## src/rtl/imem_dmem_arbiter.sv

```systemverilog
`default_nettype none
// ============================================================================
//  Module      : imem_dmem_arbiter
//  Description : Shares one valid/ready memory port between instruction fetch
//                and the load/store unit. Data has priority; a starvation
//                counter guarantees fetch progress. Routing is combinational,
//                and the grant is held while a granted request waits.
//  Revision    : 1.0 - initial release
// ============================================================================
module imem_dmem_arbiter #(
    parameter int ADDR_W       = 32,
    parameter int DATA_W       = 32,
    parameter int STARVE_LIMIT = 4
) (
    input  logic                clk,
    input  logic                rst,
    // fetch master
    input  logic                i_if_valid,
    input  logic [ADDR_W-1:0]   i_if_addr,
    output logic                o_if_ready,
    output logic [DATA_W-1:0]   o_if_rdata,
    // load/store master
    input  logic                i_d_valid,
    input  logic [ADDR_W-1:0]   i_d_addr,
    input  logic [DATA_W-1:0]   i_d_wdata,
    input  logic [DATA_W/8-1:0] i_d_wstrb,
    output logic                o_d_ready,
    output logic [DATA_W-1:0]   o_d_rdata,
    // memory port
    output logic                o_m_valid,
    output logic [ADDR_W-1:0]   o_m_addr,
    output logic [DATA_W-1:0]   o_m_wdata,
    output logic [DATA_W/8-1:0] o_m_wstrb,
    input  logic                i_s_ready,
    input  logic [DATA_W-1:0]   i_s_rdata,
    output logic [1:0]          o_grant
);

    localparam int c_STRB_W   = DATA_W / 8;
    localparam int c_STARVE_W = $clog2(STARVE_LIMIT + 1);
    localparam logic [c_STARVE_W-1:0] c_LIMIT = c_STARVE_W'(STARVE_LIMIT);
    localparam logic [c_STARVE_W-1:0] c_ONE   = c_STARVE_W'(1);

    // Owner encoding doubles as the o_grant encoding.
    localparam logic [1:0] c_ST_NONE = 2'b00;
    localparam logic [1:0] c_ST_IF   = 2'b01;
    localparam logic [1:0] c_ST_DATA = 2'b10;

    logic [1:0]            r_owner;
    logic [1:0]            w_owner_nxt;
    logic [c_STARVE_W-1:0] r_starve;
    logic [c_STARVE_W-1:0] w_starve_nxt;

    logic [1:0]            w_sel;
    logic                  w_req;
    logic                  w_hs;
    logic [ADDR_W-1:0]     w_addr;
    logic [DATA_W-1:0]     w_wdata;
    logic [c_STRB_W-1:0]   w_wstrb;

    // Pick a master: re-arbitrate only when idle, otherwise keep the lock.
    always_comb begin
        w_sel = c_ST_NONE;
        if (r_owner == c_ST_NONE) begin
            if (i_d_valid && ((r_starve < c_LIMIT) || !i_if_valid)) begin
                w_sel = c_ST_DATA;
            end else if (i_if_valid) begin
                w_sel = c_ST_IF;
            end
        end else begin
            w_sel = r_owner;
        end
    end

    // Route the selected master onto the memory port; fetch never writes.
    always_comb begin
        w_req   = 1'b0;
        w_addr  = '0;
        w_wdata = '0;
        w_wstrb = '0;
        case (w_sel)
            c_ST_IF: begin
                w_req  = i_if_valid;
                w_addr = i_if_addr;
            end
            c_ST_DATA: begin
                w_req   = i_d_valid;
                w_addr  = i_d_addr;
                w_wdata = i_d_wdata;
                w_wstrb = i_d_wstrb;
            end
            default: ;
        endcase
    end

    assign w_hs = w_req & i_s_ready;

    // All outputs are forced quiet while reset is held.
    assign o_m_valid  = ~rst & w_req;
    assign o_m_addr   = rst ? '0 : w_addr;
    assign o_m_wdata  = rst ? '0 : w_wdata;
    assign o_m_wstrb  = rst ? '0 : w_wstrb;
    assign o_grant    = rst ? c_ST_NONE : w_sel;
    assign o_if_ready = ~rst & w_hs & (w_sel == c_ST_IF);
    assign o_d_ready  = ~rst & w_hs & (w_sel == c_ST_DATA);
    assign o_if_rdata = rst ? '0 : i_s_rdata;
    assign o_d_rdata  = rst ? '0 : i_s_rdata;

    // Lock a waiting request; release on completion or abandonment.
    always_comb begin
        w_owner_nxt = c_ST_NONE;
        if (w_req && !i_s_ready) begin
            w_owner_nxt = w_sel;
        end
    end

    // Count data wins while fetch waits; saturate at the limit.
    always_comb begin
        w_starve_nxt = r_starve;
        if (w_hs && (w_sel == c_ST_DATA) && i_if_valid) begin
            w_starve_nxt = (r_starve < c_LIMIT) ? (r_starve + c_ONE) : c_LIMIT;
        end else if ((w_hs && (w_sel == c_ST_IF)) || !i_if_valid) begin
            w_starve_nxt = '0;
        end
    end

    // State registers with synchronous reset.
    always_ff @(posedge clk) begin
        if (rst) begin
            r_owner  <= c_ST_NONE;
            r_starve <= '0;
        end else begin
            r_owner  <= w_owner_nxt;
            r_starve <= w_starve_nxt;
        end
    end

endmodule
`default_nettype wire

```

## config.mk

```make
export PLATFORM = sky130hd
export DESIGN_NAME = imem_dmem_arbiter
export DESIGN_NICKNAME = d
export VERILOG_FILES = /design/src/rtl/imem_dmem_arbiter.sv
export SDC_FILE = /design/constraint.sdc
export NUM_CORES = 1
export LEC_CHECK = 0
export CORE_AREA = 3 3 105 107
export CTS_CLUSTER_SIZE = 25
export DETAILED_ROUTE_END_ITERATION = 7
export DIE_AREA = 0 0 108 110
export GPL_ROUTABILITY_DRIVEN = 0
export GPL_TIMING_DRIVEN = 0
export PLACE_DENSITY = 0.64
export SYNTH_ARGS = -nofsm -noshare
export SYNTH_HDL_FRONTEND = slang
export SYNTH_SLANG_ARGS = --single-unit
```

## constraint.sdc

```tcl
create_clock -name clk -period 5.9 [get_ports clk]
set_clock_uncertainty 0.15 [all_clocks]
set_input_delay 0.885 -clock clk [delete_from_list [all_inputs] [get_ports clk]]
set_output_delay 0.885 -clock clk [all_outputs]
set_load 0.02 [all_outputs]
```

; ---- After elaboration in Yosys (flattened, before gate mapping)
; Index checks and enable logic that the tools add are counted.
[op_classes]
add_sub_neg = 1
mul = 0
div = 0
magnitude_cmp = 1
n_eq_ne = 2
shift = 0
muxes = 15
bitwise_logic = 7
n_reduce_logical = 12
[op_table]
columns = cell, n
row1 = $mux W32, 4
row2 = $pmux W32 S2, 1
row3 = $mux W3, 3
row4 = $mux W4, 2
row5 = $mux W2, 3
row6 = $and A1 B1 Y1, 5
row7 = $logic_and A1 B1 Y1, 5
row8 = $add A3 B1 Y3 const B, 1
row9 = $lt A3 B3 Y1 const B, 1
row10 = $eq A2 B1 Y1 const B, 1
row11 = $eq A2 B2 Y1 const B, 1
row12 = $logic_not A1 Y1, 2
row13 = $logic_not A2 Y1, 1
row14 = $logic_or A1 B1 Y1, 2
row15 = $not A1 Y1, 2
row16 = $pmux W1 S2, 1
row17 = $reduce_bool A2 Y1, 1
row18 = $reduce_or A2 Y1, 1
row19 = $mux W1, 1
[word_totals]
regBits = 5
latch_bits = 0
ramBits = 0
romBits = 0
input_bits = 137
output_inout_bits = 137
word_cells = 40
n_memories = 0

; ---- Depth between registers and ports, before layout
[logic_depth]
depth_word = 12
depth_mapped = 9
ltp_nobuf = 7

; ---- Worst setup path after synthesis
; No wires, ideal clock.
[synth_timing]
path_kind = input to output
from = input port i_if_valid
to = output port o_if_ready
arrival_ns = 2.455
required_time_ns = 4.865
path_slack_ns = 2.410
stages = 8
n_path_buf = 1
path_cell_list = nand2_1 > a31oi_1 > inv_1 > ha_1 > or2_1 > buf_2 > or2_4 > nor2_1
[synth_between]
elab_chain_cells = 10
elab_cells_between_ends = 12
classes_between = eq/ne: 2 / mux: 4 / bitwise: 3 / reduce/logical: 3
[synth_rtl]
columns = item, line_no
row1 = from (decl), 18  ; input logic i_if_valid,
row2 = $logic_not A1 Y1 (*), 65  ; if (i_d_valid && ((r_starve < c_LIMIT) || !i_if_valid)) begin
row3 = $logic_or A1 B1 Y1 (*), 65
row4 = $logic_and A1 B1 Y1 (*), 65
row5 = $mux W2 (*), 65
row6 = $mux W2 (*), 64  ; if (r_owner == c_ST_NONE) begin
row7 = via w_sel[1], 54  ; logic [1:0] w_sel;
row8 = $eq A2 B2 Y1 or $eq A2 B1 Y1 (tied branches), "81, 104"
row9 = $pmux W1 S2, 81  ; case (w_sel)
row10 = $and A1 B1 Y1, 96  ; assign w_hs = w_req & i_s_ready;
row11 = $and A1 B1 Y1, 104  ; assign o_if_ready = ~rst & w_hs & (w_sel == c_ST_IF);
row12 = $and A1 B1 Y1 (*), 104
row13 = to (decl), 20  ; output logic o_if_ready,
; Mark *: on every way through the listed nets, which the timed path passes. The rest lies on a longest branch.

; ---- Worst setup path in the final report
[layout_timing]
from = input port i_if_valid
to = output port o_m_addr[16]
[layout_between]
elab_chain_cells = 8
elab_cells_between_ends = 10
classes_between = eq/ne: 2 / mux: 5 / reduce/logical: 3
[layout_rtl]
columns = item, line_no
row1 = $logic_not A1 Y1 (*), 65
row2 = $logic_or A1 B1 Y1 (*), 65
row3 = $logic_and A1 B1 Y1 (*), 65
row4 = $mux W2 (*), 65
row5 = $mux W2 (*), 64
row6 = via w_sel[1], 54
row7 = $eq A2 B2 Y1 or $eq A2 B1 Y1 (tied branches), 81
row8 = $pmux W32 S2 (*), 81
row9 = $mux W32 (*), 100  ; assign o_m_addr = rst ? '0 : w_addr;
row10 = to (decl), 31  ; output logic [ADDR_W-1:0] o_m_addr,
; Marks and branches as above.

==> flow_summary.json <==
{
  "synth_top_family_by_area": "simple AND/OR/NAND/NOR gates",
  "yosys.area_share.simple": 0.459,
  "yosysWarnings": 0,
  "avgViaCountPerCell": 4.04,
  "critPathKind": "in2out",
  "row_count": 37,
  "setup_viol": 0,
  "synth_nets": 369,
  "worst_pin_slew_ns": 0.437,
  "grt_remaining_overflow": 0,
  "drc": 0,
  "avgSynthCellArea_um2": 6.39,
  "relSlewSlack": 0.706,
  "grt_pass1_wl_mm": 12.8,
  "cts_resized": 0,
  "cp-start-kind": "primary input",
  "peakVddDrop_uv": 38.8,
  "cts_buffers": 3,
  "max_freq_mhz": 209,
  "hold_slack_ns": 0.333,
  "start_util": 0.143,
  "clock_latency_ns": 0.23,
  "synth-compound-area-share": 0.213,
  "wire_per_inst_um": 14.1,
  "cts_buffer_depth": 2,
  "synth-edff-count": 0,
  "gr-usage-all-layers": 0.136,
  "post-dp-hpwl_mm": 8.05,
  "period_needed_ns": 4.80,
  "io_buffer_count": 273,
  "drt_wl_total_mm": 9.05,
  "drive_gt1_frac": 0.0850,
  "synthMuxAreaShare": 0,
  "nNetsFinal": 647,
  "layout_worst_path_cycle_share": 0.813,
  "ys_top_cells_by_area": "a22oi_1 17%, buf_4 16%, and2_1 15%",
  "first_iter_violations": 89,
  "clkTransAtPathRegs_ns": 0.03,
  "netlist_instances": 229,
  "power_leakage_nw": 1.69,
  "end_kind": "primary output",
  "core_area_um2": 10200,
  "rsz0062_at_grt": "no",
  "cts_tree": "yes",
  "yosys.area_share.xor_xnor": 0,
  "num_io_pins": 274,
  "synth.distinct_cells": 26,
  "hold_buffers": 0,
  "syn-cell-area_um2": 1460,
  "synth_area_leader_cell": "a22oi_1",
  "drtPass1Iterations": 4,
  "vias": 2592,
  "ys_seq_elements": 5,
  "die-area_um2": 11900,
  "area_delta_synth_final_pct": 201,
  "yosysTopAreaCellShare": 0.169,
  "finalHoldViolCount": 0,
  "ys_async_sr_fraction": 0,
  "slew_viol_final": 0,
  "root_buffer": "clkbuf_8",
  "synthAdderAreaFrac": 0.0256,
  "htree_levels": 1,
  "maxCapViolCount": 0,
  "min_path_type": "reg2reg",
  "arrival_ns": 3.76,
  "postCtsSetupBuffers": 0,
  "antenna_found_initial": 0,
  "grt_max_degree": 11,
  "die_w_um": 108,
  "power_density_nw_per_um2": 95.2,
  "diodes": 0,
  "finalSetupTns_ns": 0,
  "status": "finished clean",
  "synth_flop_cell": "dfxtp_1",
  "drtAntennaViolNets": 0,
  "fp.dieH_um": 110,
  "crit_required_ns": 4.87,
  "grt_pass1_vias": 2557,
  "cp_max_fo": 10,
  "clock-sinks": 5,
  "seq_area_frac_synth": 0.0684
}
per-layer routing:
layer / vias up / GRT usage / share of wire
li1: 1285 / - / -
met1: 1143 / 0.127 / 0.31
met2: 153 / 0.275 / 0.56
met3: 11 / 0.0425 / 0.12
met4: 0 / 0.0478 / 0.018
met5: - / 0 / 0
final cells by class:
class | instances | area, µm²
flip-flops and latches | 5 | 100
plain buffers | 52 | 324
multi-input cells | 167 | 1020
clock buffers | 4 | 45.0
repair buffers | 273 | 2730
fillers | 1012 | 5820
inverters | 5 | 18.8
well taps | 136 | 170
kinds of logic after synthesis:
group,after synthesis
AOI/OAI and AO/OA,43
adders and majority gates,3
buffers and inverters,57
DFF,5
and+or+nand+nor,121
worst max-delay path, stage by stage:
cell,delay (ns)
clkdlybuf4s50_1,0.60
nand2_1,0.08
a31oi_1,0.37
inv_1,0.09
ha_1,0.32
or2_1,0.23
buf_2,0.16
clkbuf_1,0.23
nor2_1,0.18
clkdlybuf4s50_1,0.62
registers in the layout, summed over array words and instances, names as in the netlist:
register  flops
r_owner       2
r_starve      3
cells in the mapped netlist, types with 2 or more instances:
| library cell | number |
|---|---|
| a21oi_1 | 3 |
| inv_1 | 5 |
| and2_1 | 36 |
| nand2b_1 | 4 |
| clkbuf_2 | 3 |
| a22oi_1 | 33 |
| nor2b_1 | 23 |
| nor2_1 | 37 |
| nor3_1 | 2 |
| nand2_1 | 3 |
| and2b_1 | 11 |
| clkbuf_1 | 11 |
| buf_2 | 4 |
| o2bb2ai_1 | 2 |
| buf_4 | 32 |
| dfxtp_1 | 5 |
| a31oi_1 | 2 |
| buf_1 | 2 |
| o21ai_0 | 2 |
| ha_1 | 3 |
power by group:
| part | internal (mW) | switching (mW) |
|---|---|---|
| combinational | 0.188 | 0.131 |
| sequential | 0.0343 | 0.000147 |
| clock | 0.0467 | 0.0202 |
| total | 0.269 | 0.151 |
cell usage in the layout, fill, tap and decap left out:
master,Yosys,routed
clkbuf_2,3,3
inv_1,5,5
o21ai_0,2,2
buf_2,4,4
a31oi_1,2,2
a21oi_1,3,3
buf_1,2,2
nand2_1,3,3
and2_1,36,36
dfxtp_1,5,5
or2_1,1,1
nor3b_1,1,1
buf_4,32,32
nand2b_1,4,4
and2b_1,11,11
ha_1,3,3
nor2_1,37,37
o311ai_0,1,1
clkbuf_1,11,12
clkdlybuf4s50_1,0,273
nor4_1,1,1
clkbuf_8,0,3
or2_4,1,1
or3_1,1,1
nor2b_1,23,23
nor3_1,2,2
a22oi_1,33,33
o2bb2ai_1,2,2
stage by stage:
stage / instance area, µm² / util / setup WS, ns / total power [mW] / std cells
after floorplan: 1460 / - / 2.41 / 0.166 / 229
after global placement: 4370 / 0.427 / 1.18 / 0.353 / 638
after detailed placement: 4370 / 0.427 / 1.13 / 0.357 / 638
after CTS: 4410 / 0.431 / 1.11 / 0.425 / 642
after global routing: 4410 / 0.431 / 0.878 / 0.444 / 642
final: 4410 / 0.431 / 1.10 / 0.420 / 642
final timing paths:
kind,start,endpoint,slack (ns),cells after the start
worst max register to register,r_starve[2]$_SDFFE_PP0P_,r_starve[0]$_SDFFE_PP0P_,3.66,7
worst max-delay path,i_if_valid,o_m_addr[16],1.10,10
worst min register to register,r_starve[1]$_SDFFE_PP0P_,r_starve[1]$_SDFFE_PP0P_,0.33,2
worst min-delay path,r_starve[1]$_SDFFE_PP0P_,r_starve[1]$_SDFFE_PP0P_,0.33,2
Note: power is estimated with default switching activity, not from simulation.
